[config.mk]
export PLATFORM = sky130hd
export DESIGN_NAME = wishbone_p2p_arbiter
export DESIGN_NICKNAME = d
export VERILOG_FILES = /design/src/rtl/wishbone_p2p_arbiter.sv
export SDC_FILE = /design/constraint.sdc
export NUM_CORES = 1
export LEC_CHECK = 0
export CORE_AREA = 4 4 115 117
export DETAILED_ROUTE_END_ITERATION = 10
export DIE_AREA = 0 0 119 121
export GPL_TIMING_DRIVEN = 1
export HOLD_SLACK_MARGIN = 0.1
export SYNTH_ARGS = -nofsm -noshare
export SYNTH_HDL_FRONTEND = slang
export SYNTH_SLANG_ARGS = --single-unit
[constraint.sdc]
create_clock -name clk -period 1.4 [get_ports clk]
set_input_delay 0.35 -clock clk [delete_from_list [all_inputs] [get_ports clk]]
set_output_delay 0.35 -clock clk [all_outputs]
set_load 0.005 [all_outputs]
[src/rtl/wishbone_p2p_arbiter.sv]
// Purpose: round-robin arbiter sharing one Wishbone p2p slave among NUM_MASTERS masters.
// Latency: grant one clk after first m_cyc; slave-side and response paths are combinational.
// Backpressure: losers hold m_cyc and wait un-terminated; owner keeps the bus while cyc|lock.
//
// Ports: clk/rst (sync, active-high); m_* flattened master-side buses (master i at
// slice [i*W +: W]); s_* single slave-side bus; gnt one-hot registered grant (0 when idle).
// Optional build macro WB_ARB_TIMEOUT_EN adds TIMEOUT_CYCLES and a sticky 'timeout' output;
// a stalled strobe is then terminated with m_err to the owner.
module wishbone_p2p_arbiter #(
    parameter int NUM_MASTERS = 2,
    parameter int DATA_WIDTH  = 32,
    parameter int ADDR_WIDTH  = 32
`ifdef WB_ARB_TIMEOUT_EN
    , parameter int TIMEOUT_CYCLES = 16
`endif
) (
    input  logic                              clk,
    input  logic                              rst,
    input  logic [NUM_MASTERS-1:0]            m_cyc,
    input  logic [NUM_MASTERS-1:0]            m_stb,
    input  logic [NUM_MASTERS-1:0]            m_we,
    input  logic [NUM_MASTERS-1:0]            m_lock,
    input  logic [NUM_MASTERS*ADDR_WIDTH-1:0] m_adr,
    input  logic [NUM_MASTERS*DATA_WIDTH-1:0] m_wdata,
    input  logic [NUM_MASTERS*8-1:0]          m_sel,
    output logic [DATA_WIDTH-1:0]             m_rdata,
    output logic [NUM_MASTERS-1:0]            m_ack,
    output logic [NUM_MASTERS-1:0]            m_err,
    output logic [NUM_MASTERS-1:0]            m_rty,
    output logic                              s_cyc,
    output logic                              s_stb,
    output logic                              s_we,
    output logic                              s_lock,
    output logic [ADDR_WIDTH-1:0]             s_adr,
    output logic [DATA_WIDTH-1:0]             s_wdata,
    output logic [7:0]                        s_sel,
    input  logic [DATA_WIDTH-1:0]             s_rdata,
    input  logic                              s_ack,
    input  logic                              s_err,
    input  logic                              s_rty,
    output logic [NUM_MASTERS-1:0]            gnt
`ifdef WB_ARB_TIMEOUT_EN
    , output logic                            timeout
`endif
);

    localparam int OW = (NUM_MASTERS > 1) ? $clog2(NUM_MASTERS) : 1;

    localparam logic [0:0] IDLE = 1'b0;
    localparam logic [0:0] BUSY = 1'b1;

    logic [0:0]    state;
    logic [OW-1:0] owner;
    logic [OW-1:0] last_owner;
    logic [OW-1:0] nxt_owner;
    logic          nxt_found;
    logic          busy;
    logic          tout_fire;

    // Unpack the flattened master buses so the owner mux is a plain array index.
    logic [ADDR_WIDTH-1:0] adr_arr   [NUM_MASTERS];
    logic [DATA_WIDTH-1:0] wdata_arr [NUM_MASTERS];
    logic [7:0]            sel_arr   [NUM_MASTERS];

    for (genvar g = 0; g < NUM_MASTERS; g++) begin : g_unpack
        assign adr_arr[g]   = m_adr[g*ADDR_WIDTH +: ADDR_WIDTH];
        assign wdata_arr[g] = m_wdata[g*DATA_WIDTH +: DATA_WIDTH];
        assign sel_arr[g]   = m_sel[g*8 +: 8];
    end

    // Scan requesters starting just after the previous owner; the previous owner
    // itself is checked last, which gives the round-robin fairness bound.
    always_comb begin
        int idx;
        idx       = 0;
        nxt_found = 1'b0;
        nxt_owner = last_owner;
        for (int k = 1; k <= NUM_MASTERS; k++) begin
            idx = int'(last_owner) + k;
            if (idx >= NUM_MASTERS) begin
                idx = idx - NUM_MASTERS;
            end
            if (!nxt_found && m_cyc[OW'(idx)]) begin
                nxt_found = 1'b1;
                nxt_owner = OW'(idx);
            end
        end
    end

    always_ff @(posedge clk) begin
        if (rst) begin
            state      <= IDLE;
            gnt        <= '0;
            owner      <= '0;
            last_owner <= OW'(NUM_MASTERS - 1);
        end else begin
            case (state)
                IDLE: begin
                    if (nxt_found) begin
                        owner <= nxt_owner;
                        gnt   <= NUM_MASTERS'(1) << nxt_owner;
                        state <= BUSY;
                    end
                end
                BUSY: begin
                    // Lock keeps ownership across gaps in cyc; release needs both low.
                    if (!(m_cyc[owner] | m_lock[owner])) begin
                        last_owner <= owner;
                        gnt        <= '0;
                        state      <= IDLE;
                    end
                end
                default: begin
                    gnt   <= '0;
                    state <= IDLE;
                end
            endcase
        end
    end

    assign busy = (state == BUSY);

    assign s_cyc   = busy & m_cyc[owner];
    assign s_stb   = busy & m_stb[owner] & ~tout_fire;
    assign s_we    = busy & m_we[owner];
    assign s_lock  = busy & m_lock[owner];
    assign s_adr   = busy ? adr_arr[owner]   : '0;
    assign s_wdata = busy ? wdata_arr[owner] : '0;
    assign s_sel   = busy ? sel_arr[owner]   : '0;

    assign m_rdata = s_rdata;
    assign m_ack   = gnt & m_cyc & {NUM_MASTERS{s_ack}};
    assign m_err   = gnt & m_cyc & {NUM_MASTERS{s_err | tout_fire}};
    assign m_rty   = gnt & m_cyc & {NUM_MASTERS{s_rty}};

`ifdef WB_ARB_TIMEOUT_EN
    localparam int TW = $clog2(TIMEOUT_CYCLES + 1);

    logic [TW-1:0] tout_cnt;
    logic          stall;

    assign stall     = s_cyc & s_stb & ~(s_ack | s_err | s_rty);
    // The firing cycle acts as the termination: stb is withheld and the counter restarts.
    assign tout_fire = busy && (tout_cnt == TW'(TIMEOUT_CYCLES));

    always_ff @(posedge clk) begin
        if (rst) begin
            tout_cnt <= '0;
            timeout  <= 1'b0;
        end else begin
            if (!busy || tout_fire || s_ack || s_err || s_rty) begin
                tout_cnt <= '0;
            end else if (stall) begin
                tout_cnt <= tout_cnt + 1'b1;
            end
            if (tout_fire) begin
                timeout <= 1'b1;
            end
        end
    end
`else
    assign tout_fire = 1'b0;
`endif

endmodule
==> metrics.txt <==
# TYPE chip_impl_metric gauge
chip_impl_metric{name="gate_count_of_the_mapped_netlist",unit=""} 229
chip_impl_metric{name="fmax",unit="MHz"} 565.1
chip_impl_metric{name="wl",unit="µm"} 9682
chip_impl_metric{name="dr_total_vias",unit=""} 2518
chip_impl_metric{name="fp_rows",unit=""} 41
chip_impl_metric{name="wl_per_cell",unit="µm"} 14.85
chip_impl_metric{name="io_pins",unit=""} 305
chip_impl_metric{name="cp_data_arrival_time",unit="ns"} 1.42
chip_impl_info{name="layout_common_cells",value="151 x sky130_fd_sc_hd__clkdlybuf4s50_1, 76 x sky130_fd_sc_hd__nor2b_1, 69 x sky130_fd_sc_hd__mux2i_1"} 1
chip_impl_info{name="worst_setup_path_start_kind",value="flop"} 1
chip_impl_metric{name="detail_route.vias_per_cell",unit=""} 3.862
chip_impl_metric{name="die-area",unit="mm²"} 0.01440
chip_impl_info{name="setup.worst_path.end_class",value="output port"} 1
chip_impl_metric{name="p_per_area",unit="mW/mm²"} 357.9
chip_impl_metric{name="groute.layer.met1.usage",unit="%"} 12.47
chip_impl_metric{name="grt_pass1_wl",unit="µm"} 13990
chip_impl_metric{name="floorplan.initialDensity",unit="%"} 14.90
chip_impl_info{name="rsz0062_at_grt",value="true"} 1
chip_impl_metric{name="synth_sequential_area_ratio",unit="%"} 5.435
chip_impl_metric{name="worst_setup_hold_path_clk_slew",unit="ns"} 0.03
chip_impl_metric{name="layout.cell_area.non_filler",unit="mm²"} 0.004603
chip_impl_metric{name="groute.usage.overall",unit="%"} 11.94
chip_impl_metric{name="fillCellCount",unit=""} 1288
chip_impl_metric{name="layout_min_cycle_time",unit="ns"} 1.770
chip_impl_metric{name="grt.overflow.total",unit=""} 0
chip_impl_metric{name="gr-usage-met3",unit="%"} 4.569
chip_impl_info{name="tritoncts",value="yes"} 1
chip_impl_metric{name="antenna_found_initial",unit=""} 0
chip_impl_metric{name="fin_worst_hold_slack",unit="ns"} 0.4981
chip_impl_metric{name="coreArea",unit="mm²"} 0.01236
chip_impl_info{name="timing.setup.critical_path_class",value="flop to output port"} 1
chip_impl_metric{name="synthesis.area_per_instance",unit="µm²"} 8.043
chip_impl_metric{name="grt_start_max_net_pins",unit=""} 42
chip_impl_metric{name="dpl-instance-area",unit="mm²"} 0.004317
chip_impl_metric{name="max-vdd-ir-drop",unit="V"} 0.0003475
chip_impl_metric{name="yosysWarningCount",unit=""} 0
chip_impl_metric{name="cts_hold_buf",unit=""} 0
chip_impl_metric{name="final_non_filler_cells",unit=""} 652
chip_impl_metric{name="crit_path_max_fanout",unit=""} 6
chip_impl_metric{name="gp_congestion",unit=""} 0.7245
chip_impl_metric{name="synth_nets",unit=""} 418
chip_impl_metric{name="grt_use_met2",unit="%"} 23.14
chip_impl_metric{name="worst_path_required",unit="ns"} 1.05
chip_impl_metric{name="initialDrtViolationCount",unit=""} 19
chip_impl_metric{name="drive_above_1_share",unit="%"} 30.63
chip_impl_metric{name="die_outline_height",unit="µm"} 121
chip_impl_metric{name="drt.antenna.violating_nets",unit=""} 0
chip_impl_metric{name="firstDrtPassIters",unit=""} 2
chip_impl_metric{name="setup-violations-final",unit=""} 76
chip_impl_metric{name="ys_ff_latch",unit=""} 5
chip_impl_metric{name="synthDistinctLibCells",unit=""} 22
chip_impl_metric{name="remaining_drc_errors",unit=""} 0
chip_impl_metric{name="grt_pass1_vias",unit=""} 2599
chip_impl_info{name="gr-max-usage-layer",value="met2"} 1
chip_impl_metric{name="syn-cell-area",unit="mm²"} 0.001842
chip_impl_metric{name="place_hpwl",unit="µm"} 7460
chip_impl_metric{name="inserted_clock_buffers",unit=""} 3
chip_impl_metric{name="setup_ws",unit="ns"} -0.3696
chip_impl_metric{name="clk_latency",unit="ns"} 0.23
chip_impl_metric{name="ctsLongestPathBuffers",unit=""} 2
chip_impl_metric{name="synthToLayoutAreaGrowth",unit="%"} 149.9
chip_impl_metric{name="maxCapViolations",unit=""} 0
chip_impl_metric{name="worst_slew_pin_slew",unit="ns"} 0.2337
chip_impl_metric{name="buffer_ports.inserted",unit=""} 240
chip_impl_metric{name="finalClockSkew",unit="ns"} 0.001329
chip_impl_metric{name="dp_cells",unit=""} 609
chip_impl_info{name="failed_checks",value="setup timing"} 1
chip_impl_metric{name="layout_worst_path_cycle_share",unit="%"} 126.4
chip_impl_metric{name="layout.nets",unit=""} 670
chip_impl_metric{name="power.static_leakage",unit="µW"} 0.002004
chip_impl_metric{name="dieWidth",unit="µm"} 119
chip_impl_metric{name="final-hold-violation-count",unit=""} 0
chip_impl_metric{name="insertedDiodeCount",unit=""} 0
chip_impl_info{name="run_status",value="finished, violations left"} 1
chip_impl_metric{name="clkSinkCount",unit=""} 5
chip_impl_info{name="min_path_type",value="flop to flop"} 1
chip_impl_metric{name="max_slew_margin",unit="%"} 84.37
chip_impl_info{name="layout_commonest_cell",value="sky130_fd_sc_hd__clkdlybuf4s50_1"} 1
chip_impl_metric{name="drv_slew",unit=""} 0
chip_impl_info{name="ctsRootBufferMaster",value="sky130_fd_sc_hd__clkbuf_16"} 1
chip_impl_metric{name="cts_max_level",unit=""} 1
## flip-flops by register name, indices dropped and copies added (netlist names)
register and cells:
owner 1, last_owner 1, busy 1, gnt 2
## layer usage
metal,routed length [µm],share of wire [%]
met1,3496,36
met2,5114,53
met3,1009,10
met4,61,0.63
met5,0,0
## cell usage after synthesis
cell | instances | area share, %
sky130_fd_sc_hd__nor2_1 | 2 | 0.41
sky130_fd_sc_hd__dfxtp_1 | 5 | 5.4
sky130_fd_sc_hd__inv_1 | 1 | 0.20
sky130_fd_sc_hd__a31o_2 | 1 | 0.48
sky130_fd_sc_hd__nand3b_1 | 2 | 0.81
sky130_fd_sc_hd__nand2_1 | 1 | 0.20
sky130_fd_sc_hd__buf_8 | 1 | 0.81
sky130_fd_sc_hd__o32ai_1 | 1 | 0.48
sky130_fd_sc_hd__nor2b_1 | 76 | 26
sky130_fd_sc_hd__o22ai_1 | 1 | 0.34
sky130_fd_sc_hd__buf_6 | 1 | 0.61
sky130_fd_sc_hd__mux2i_1 | 76 | 41
sky130_fd_sc_hd__nor3_2 | 1 | 0.54
sky130_fd_sc_hd__o21bai_1 | 1 | 0.41
sky130_fd_sc_hd__buf_2 | 1 | 0.27
sky130_fd_sc_hd__nor4b_2 | 1 | 0.81
sky130_fd_sc_hd__a31oi_1 | 1 | 0.34
sky130_fd_sc_hd__buf_4 | 40 | 16
sky130_fd_sc_hd__a21oi_1 | 1 | 0.27
sky130_fd_sc_hd__nand2b_1 | 2 | 0.68
sky130_fd_sc_hd__clkbuf_1 | 7 | 1.4
sky130_fd_sc_hd__and3_1 | 6 | 2.0
## where the power goes
group          internal (µW)  switching, µW  total [µW]
logic                    709            312        1020
clock network            377           90.5         468
registers                151           7.96         159
total                   1240            411        1650
## worst max-delay path: stages (launching register included)
cell                      delay (ns)
sky130_fd_sc_hd__dfxtp_4        0.36
sky130_fd_sc_hd__buf_12         0.14
sky130_fd_sc_hd__buf_8          0.12
sky130_fd_sc_hd__buf_12         0.12
sky130_fd_sc_hd__buf_6          0.10
sky130_fd_sc_hd__mux2i_1        0.11
sky130_fd_sc_hd__nor2b_1        0.12
sky130_fd_sc_hd__buf_2          0.13
## stage by stage
| step | power [µW] | setup TNS, ns | utilization (%) | setup slack [ns] |
|---|---|---|---|---|
| after floorplan | 521.8 | 0 | - | 0.07890 |
| after global placement | 1228 | -38.88 | 34.92 | -0.6060 |
| after detailed placement | 1238 | -39.89 | 34.92 | -0.6112 |
| after CTS | 1666 | -25.75 | 36.46 | -0.5301 |
| after global routing | 1752 | -24.29 | 37.23 | -0.4692 |
| final | 1647 | -19.15 | 37.23 | -0.3696 |
## worst paths after layout
path / from / endpoint / slack, ns / cells after the start
worst max-delay path: owner$_SDFFE_PP0P_ / s_adr[7] / -0.37 / 7
worst min-delay path: last_owner$_SDFFE_PP1P_ / last_owner$_SDFFE_PP1P_ / 0.50 / 2
worst max register to register: owner$_SDFFE_PP0P_ / gnt[0]$_SDFFE_PP0P_ / 0.02 / 6
worst min register to register: last_owner$_SDFFE_PP1P_ / last_owner$_SDFFE_PP1P_ / 0.50 / 2
## what timing repair did
item	in CTS	in global routing
cloned	3	2
setup buffers	20	19
hold endpoints to repair	0	0
pin swaps	3	1
resized for setup	296	46
endpoints found under the setup margin	87	78
## cell type report
cell class	count	area, µm²	share of cell area, %
clock buffers	4	78.83	1.712
well taps	172	215.2	4.675
repair buffers	297	2756	59.88
multi-input cells	173	1441	31.31
flip-flops and latches	5	107.6	2.338
inverters	1	3.754	0.08154
## logic make-up after synthesis
kind of cell | share of synthesized area [%]
AOI/OAI and AO/OA | 2.310
and+or+nand+nor | 31.32
muxes | 41.30
buffers and inverters | 19.63
DFF | 5.435
Note: power is estimated with default switching activity, not from simulation.
